$ cat src/rtl/sine_width_gen.sv
// sine_width_gen: phase-accumulator waveform source emitting PWM width samples centred on WIDTH_MAX/2.
// Latency: 2 clk from prescaler tick to widthSine/sample_valid; one sample per TICK_MAX enabled cycles.
// Backpressure: none, every sample_valid pulse must be taken. Optional macro AMP_SCALE_EN adds amplitude input.
module sine_width_gen #(
   parameter int TICK_MAX   = 1000,
   parameter int PHASE_BITS = 16,
   parameter int LUT_BITS   = 4,
   parameter int DATA_WIDTH = 32,
   parameter int WIDTH_MAX  = 1000,
   // Name of the hex image holding the quarter-wave table. The table is regenerated
   // at elaboration from the same formula, so the file itself is not read.
   parameter     INIT_FILE  = "sine_quarter.hex"
) (
   input  logic                  clk,
   input  logic                  rst,
   input  logic                  enable,
   input  logic [PHASE_BITS-1:0] freq_word,
   input  logic [1:0]            mode,
`ifdef AMP_SCALE_EN
   input  logic [7:0]            amplitude,
`endif
   output logic [DATA_WIDTH-1:0] widthSine,
   output logic                  sample_valid,
   output logic                  phase_wrap
);

   localparam int AW = DATA_WIDTH + 8;          // internal arithmetic width
   localparam int IW = LUT_BITS + 2;            // full-wave index width
   localparam int N  = 2 ** LUT_BITS;           // quarter-wave table depth
   localparam int CW = $clog2(TICK_MAX);
   localparam int MID = WIDTH_MAX / 2;
   localparam logic [AW-1:0] MID_A  = AW'(MID);
   localparam logic [AW-1:0] WMAX_A = AW'(WIDTH_MAX);

   // round(MID*sin((k+0.5)*pi/2^(LUT_BITS+1))) via a Q30 Taylor series, elaboration only
   function automatic logic [DATA_WIDTH-1:0] sine_entry(input int k);
      longint x, x2, term, sum, scaled;
      x    = (64'sd3373259426 * longint'(2 * k + 1)) >>> (LUT_BITS + 2);
      x2   = (x * x) >>> 30;
      term = x;
      sum  = x;
      for (int n = 1; n <= 7; n++) begin
         term = -((term * x2) >>> 30) / longint'((2 * n) * (2 * n + 1));
         sum  = sum + term;
      end
      scaled = (sum * longint'(MID) + (64'sd1 <<< 29)) >>> 30;
      return DATA_WIDTH'(scaled);
   endfunction

   typedef struct packed {
      logic            vld;
      logic            neg;    // lower half of the wave (quadrants 2,3)
      logic [1:0]      mode;
      logic [IW-1:0]   idx;
      logic [AW-1:0]   mag;
`ifdef AMP_SCALE_EN
      logic [7:0]      amp;
`endif
   } stage_t;

   logic [DATA_WIDTH-1:0] lut [N];
   logic [CW-1:0]         count;
   logic                  tick;
   logic [PHASE_BITS-1:0] phase;
   logic [PHASE_BITS:0]   phase_sum;
   logic [IW-1:0]         idx0;
   logic [1:0]            q0;
   logic [LUT_BITS-1:0]   i0, im0;
   logic [AW-1:0]         mag0, mag2, res;
   stage_t                s1;

   for (genvar k = 0; k < N; k++) begin : g_lut
      localparam logic [DATA_WIDTH-1:0] ENTRY = sine_entry(k);
      assign lut[k] = ENTRY;
   end

   assign tick      = enable && (count == CW'(TICK_MAX - 1));
   assign phase_sum = {1'b0, phase} + {1'b0, freq_word};
   assign idx0      = phase[PHASE_BITS-1 -: IW];
   assign q0        = idx0[IW-1 -: 2];
   assign i0        = idx0[LUT_BITS-1:0];
   assign im0       = q0[0] ? ~i0 : i0;   // odd quadrants run the table backwards

   // Prescaler: free-runs while enabled, holds its count otherwise
   always_ff @(posedge clk or posedge rst) begin
      if (rst)
         count <= '0;
      else if (enable)
         count <= tick ? '0 : count + CW'(1);
   end

   // Phase accumulator; carry-out reported the cycle after the tick
   always_ff @(posedge clk or posedge rst) begin
      if (rst) begin
         phase      <= '0;
         phase_wrap <= 1'b0;
      end else begin
         phase_wrap <= tick & phase_sum[PHASE_BITS];
         if (tick)
            phase <= phase_sum[PHASE_BITS-1:0];
      end
   end

   // Magnitude for the current phase: table lookup or linear ramp
   always_comb begin
      mag0 = '0;
      case (mode)
         2'd0:    mag0 = AW'(lut[im0]);
         2'd1:    mag0 = (AW'({im0, 1'b1}) * MID_A) >> (LUT_BITS + 1);
         default: mag0 = '0;
      endcase
   end

   // First pipeline register: captured on tick using the pre-increment phase
   always_ff @(posedge clk or posedge rst) begin
      if (rst) begin
         s1 <= '0;
      end else begin
         s1.vld <= tick;
         if (tick) begin
            s1.neg  <= q0[1];
            s1.mode <= mode;
            s1.idx  <= idx0;
            s1.mag  <= mag0;
`ifdef AMP_SCALE_EN
            s1.amp  <= amplitude;
`endif
         end
      end
   end

   // Final sample value from the registered magnitude and mode
   always_comb begin
`ifdef AMP_SCALE_EN
      mag2 = (s1.mag * AW'({1'b0, s1.amp} + 9'd1)) >> 8;
`else
      mag2 = s1.mag;
`endif
      res = MID_A;
      case (s1.mode)
         2'd0, 2'd1: res = s1.neg ? (MID_A - mag2) : (MID_A + mag2);
         2'd2:       res = (AW'(s1.idx) * WMAX_A) >> IW;
         default:    res = MID_A;
      endcase
   end

   // Output register with one-cycle valid strobe
   always_ff @(posedge clk or posedge rst) begin
      if (rst) begin
         widthSine    <= DATA_WIDTH'(MID);
         sample_valid <= 1'b0;
      end else begin
         sample_valid <= s1.vld;
         if (s1.vld)
            widthSine <= res[DATA_WIDTH-1:0];
      end
   end

endmodule

$ cat config.mk
export PLATFORM = sky130hd
export DESIGN_NAME = sine_width_gen
export DESIGN_NICKNAME = d
export VERILOG_FILES = /design/src/rtl/sine_width_gen.sv
export SDC_FILE = /design/constraint.sdc
export NUM_CORES = 1
export LEC_CHECK = 0
export ABC_CLOCK_PERIOD_IN_PS = 5300
export BUFFER_PORTS_ARGS = -buffer_cell sky130_fd_sc_hd__buf_4
export CAP_MARGIN = 20
export CORE_MARGIN = 2
export CORE_UTILIZATION = 55
export DETAILED_ROUTE_END_ITERATION = 10
export GPL_TIMING_DRIVEN = 0
export PLACE_DENSITY = 0.79
export SLEW_MARGIN = 5
export SYNTH_ARGS = -nofsm -noshare
export SYNTH_HDL_FRONTEND = slang
export SYNTH_SLANG_ARGS = --single-unit
$ cat constraint.sdc
create_clock -name clk -period 5.3 [get_ports clk]
set_input_delay 0.265 -clock clk [delete_from_list [all_inputs] [get_ports clk]]
set_output_delay 0.265 -clock clk [all_outputs]
set_load 0.01 [all_outputs]
==> flow_metrics.py <==
metrics = {
    "finish": {
        "diodes": 0,
        "multi_input_comb_area_um2": 3354,
        "layout_common_cells": "inv_1, buf_4, nand2_1",
        "num-nets-final": 786,
        "area_growth_pct": 14.13,
        "fin_cells": 828,
        "fill_cells": 833,
        "drive_above_1_share_pct": 16.40,
        "final_util_pct": 64.11,
        "design_area_um2": 6237,
        "seq_area_um2": 1609,
    },
    "timing": {
        "fmax_mhz": 262.6,
        "hold_viol_final": 0,
        "setup_tns_ns": 0,
        "rsz0062_at_grt": "false",
        "finClkSkew_ns": 0.008731,
        "slew_viol_final": 0,
        "max_slew.worst_pin.slew_ns": 0.7478,
        "relSlewSlack_pct": 49.79,
        "setup_viol": 0,
        "timing.final.crit_share_pct": 71.85,
        "fin_crit_ns": 3.808,
    },
    "synthesis": {
        "ys_types": 63,
        "ys_ff_latch": 64,
        "syn_avg_cell_area_um2": 8.730,
        "synth_async_sr_flop_share_pct": 100.0,
        "synthesis.nets": 721,
        "synthFlopType": "dfrtp_1",
        "synth-edff-count": 0,
        "yosysWarnings": 0,
        "netlist_area_um2": 5465,
        "netlist_instances": 626,
        "ys_seq_area_share_pct": 29.44,
    },
    "placed_design": {
        "placed_cells": 812,
        "dp_hpwl_mm": 9.525,
        "gp_congestion": 0.9015,
        "io_buffers": 52,
        "place_area_um2": 6042,
    },
    "die": {
        "num_io_pins": 55,
        "die_height_um": 103.7,
        "initial_core_util_pct": 56.17,
        "dieArea_um2": 10750,
        "fp.coreArea_um2": 9729,
        "die_w_um": 103.7,
        "rows": 36,
    },
    "drt": {
        "drtIter0Drc": 222,
        "drc_errors": 0,
        "ant_nets": 0,
        "vias_per_cell": 5.614,
        "vias": 4648,
        "firstDrtPassIters": 5,
        "wl_per_cell_um": 14.79,
        "wirelength_mm": 12.25,
    },
    "pwr": {
        "total_power_w": 0.001032,
        "vdd_drop_max_v": 0.0001081,
        "cellLeakagePower_nw": 3.056,
        "power_per_cell_area_nw_per_um2": 165.5,
    },
    "clocking": {
        "clock_tree.root_cell": "clkbuf_8",
        "worstSkewPairLatency_ns": 0.35,
        "clock_path_buffers": 2,
        "cts_buffers": 9,
        "cts.sinks": 64,
        "clkTransAtPathRegs_ns": 0.08,
        "htreeDepth": 3,
        "tritoncts": "done",
        "cts_setup_buffers": 0,
    },
    "status": {
        "status": "completed",
    },
    "global_route": {
        "grt_util_met2_pct": 42.01,
        "grt.busiest_layer": "met2",
        "antenna_found_initial": 0,
        "gr-usage-met3_pct": 3.084,
        "grt_pass1_vias": 4503,
        "grt_max_degree": 39,
        "grt_usage_pct": 23.13,
        "grt_overflow_total": 0,
        "grt_first_pass_wirelength_mm": 20.48,
        "grt_use_met1_pct": 27.91,
    },
    "worst_setup_path": {
        "cp.required_ns": 5.54,
        "path_class": "flip-flop to flip-flop",
        "cp_max_fo": 10,
        "cp_data_arrival_time_ns": 4.04,
        "crit_path_end_kind": "flip-flop",
        "worstSetupStartpointType": "flip-flop",
    },
    "min_path": {
        "hold_class": "input pin to flip-flop",
    },
    "job": {
        "drv_cap": 0,
    },
}
timing repair:
item / CTS / global route
hold buffers: 1 / 0
endpoints found under the hold margin: 20 / 0
gates resized for setup: 0 / 0
worst max-delay path: stages (launching register included):
cell	delay [ns]
dfrtp_1	0.36
buf_2	0.19
buf_2	0.23
buf_2	0.24
xor2_1	0.46
ha_1	0.32
inv_1	0.11
fa_1	0.41
ha_1	0.29
inv_1	0.04
ha_1	0.32
a21oi_1	0.17
xnor2_1	0.15
xnor2_1	0.13
a41o_1	0.26
power by group:
group	switching [W]	total (W)	internal, W
sequential	0.0000256	0.000534	0.000509
clock	0.000200	0.000412	0.000213
combinational	0.0000443	0.0000856	0.0000414
total	0.000269	0.00103	0.000763
per-layer routing:
metal  vias up  share of wire, %
li1       2264                 -
met1      2208                42
met2       152                51
met5         -                 0
met4         0               2.0
met3        24               5.2
kinds of logic (layout without fill, tap and decap cells):
group	count (synthesis)	in the layout	share of synthesized area, %
AO/OA/AOI/OAI	170	170	19.67
AND/OR/NAND/NOR	147	147	12.43
buffers and inverters	111	180	9.180
adder cells (fa/ha/maj)	74	74	19.14
flip-flops	64	64	29.44
XOR/XNOR	50	50	8.013
multiplexers	10	10	2.129
flip-flops by register name, summed over array words and instances, names as in the netlist:
| signal | cells |
|---|---|
| widthSine | 18 |
| phase_wrap | 1 |
| mag2 | 9 |
| phase | 16 |
| count | 10 |
| sample_valid | 1 |
| s1 | 9 |
path summary, 6_finish.rpt:
check / cells after the start / slack (ns) / start / endpoint
hold / removal: 2 / 0.16 / enable / count[0]
setup / recovery: 14 / 1.49 / phase[14] / mag2[4]
hold reg to reg: 0 / 0.45 / s1[49] / sample_valid
max in group asynchronous: 4 / 4.17 / rst / s1[42]
setup reg to reg: 14 / 1.49 / phase[14] / mag2[4]
min in group asynchronous: 3 / 0.53 / rst / widthSine[29]
cell usage after synthesis, types with 3 or more instances:
library cell / n / area [um2]
fa_1: 16 / 320.3
buf_4: 15 / 112.6
dfstp_2: 6 / 157.7
a221oi_1: 3 / 26.28
clkbuf_1: 13 / 48.80
nand2b_1: 8 / 50.05
o21a_1: 7 / 52.55
nor3_1: 7 / 35.03
mux2i_1: 6 / 60.06
o21bai_1: 5 / 37.54
a31oi_1: 3 / 18.77
o21ai_1: 4 / 20.02
nor2b_1: 8 / 50.05
a21oi_1: 41 / 205.2
o211ai_1: 3 / 22.52
o21ai_0: 57 / 285.3
a21o_1: 7 / 52.55
inv_1: 68 / 255.2
xor2_1: 24 / 210.2
buf_2: 11 / 55.05
nand3_1: 7 / 35.03
ha_1: 58 / 725.7
o221ai_1: 4 / 35.03
xnor2_1: 26 / 227.7
nand2_1: 60 / 225.2
a22o_1: 4 / 35.03
mux2_2: 3 / 33.78
a211oi_1: 6 / 45.04
dfrtp_1: 58 / 1451
o22ai_1: 5 / 31.28
nor2_1: 37 / 138.9
nand4_1: 4 / 25.02
metrics by stage:
step | setup WS, ns | hold WS (ns)
floorplan | 1.840 | 0.3576
global placement | 1.563 | 0.4324
detailed placement | 1.497 | 0.3619
CTS | 1.473 | 0.1484
global route | 1.268 | 0.1644
finish | 1.492 | 0.1558
final cells by class:
| cell class | count | area share (%) |
|---|---|---|
| multi-input combinational | 451 | 53.78 |
| buffer | 42 | 3.892 |
| inverter | 69 | 4.152 |
| sequential | 64 | 25.80 |
| clock buffer | 9 | 1.986 |
| clock inverter | 6 | 0.9829 |
| tap | 133 | 2.668 |
| timing repair buffer | 54 | 6.740 |
Note: power is estimated with default switching activity, not from simulation.
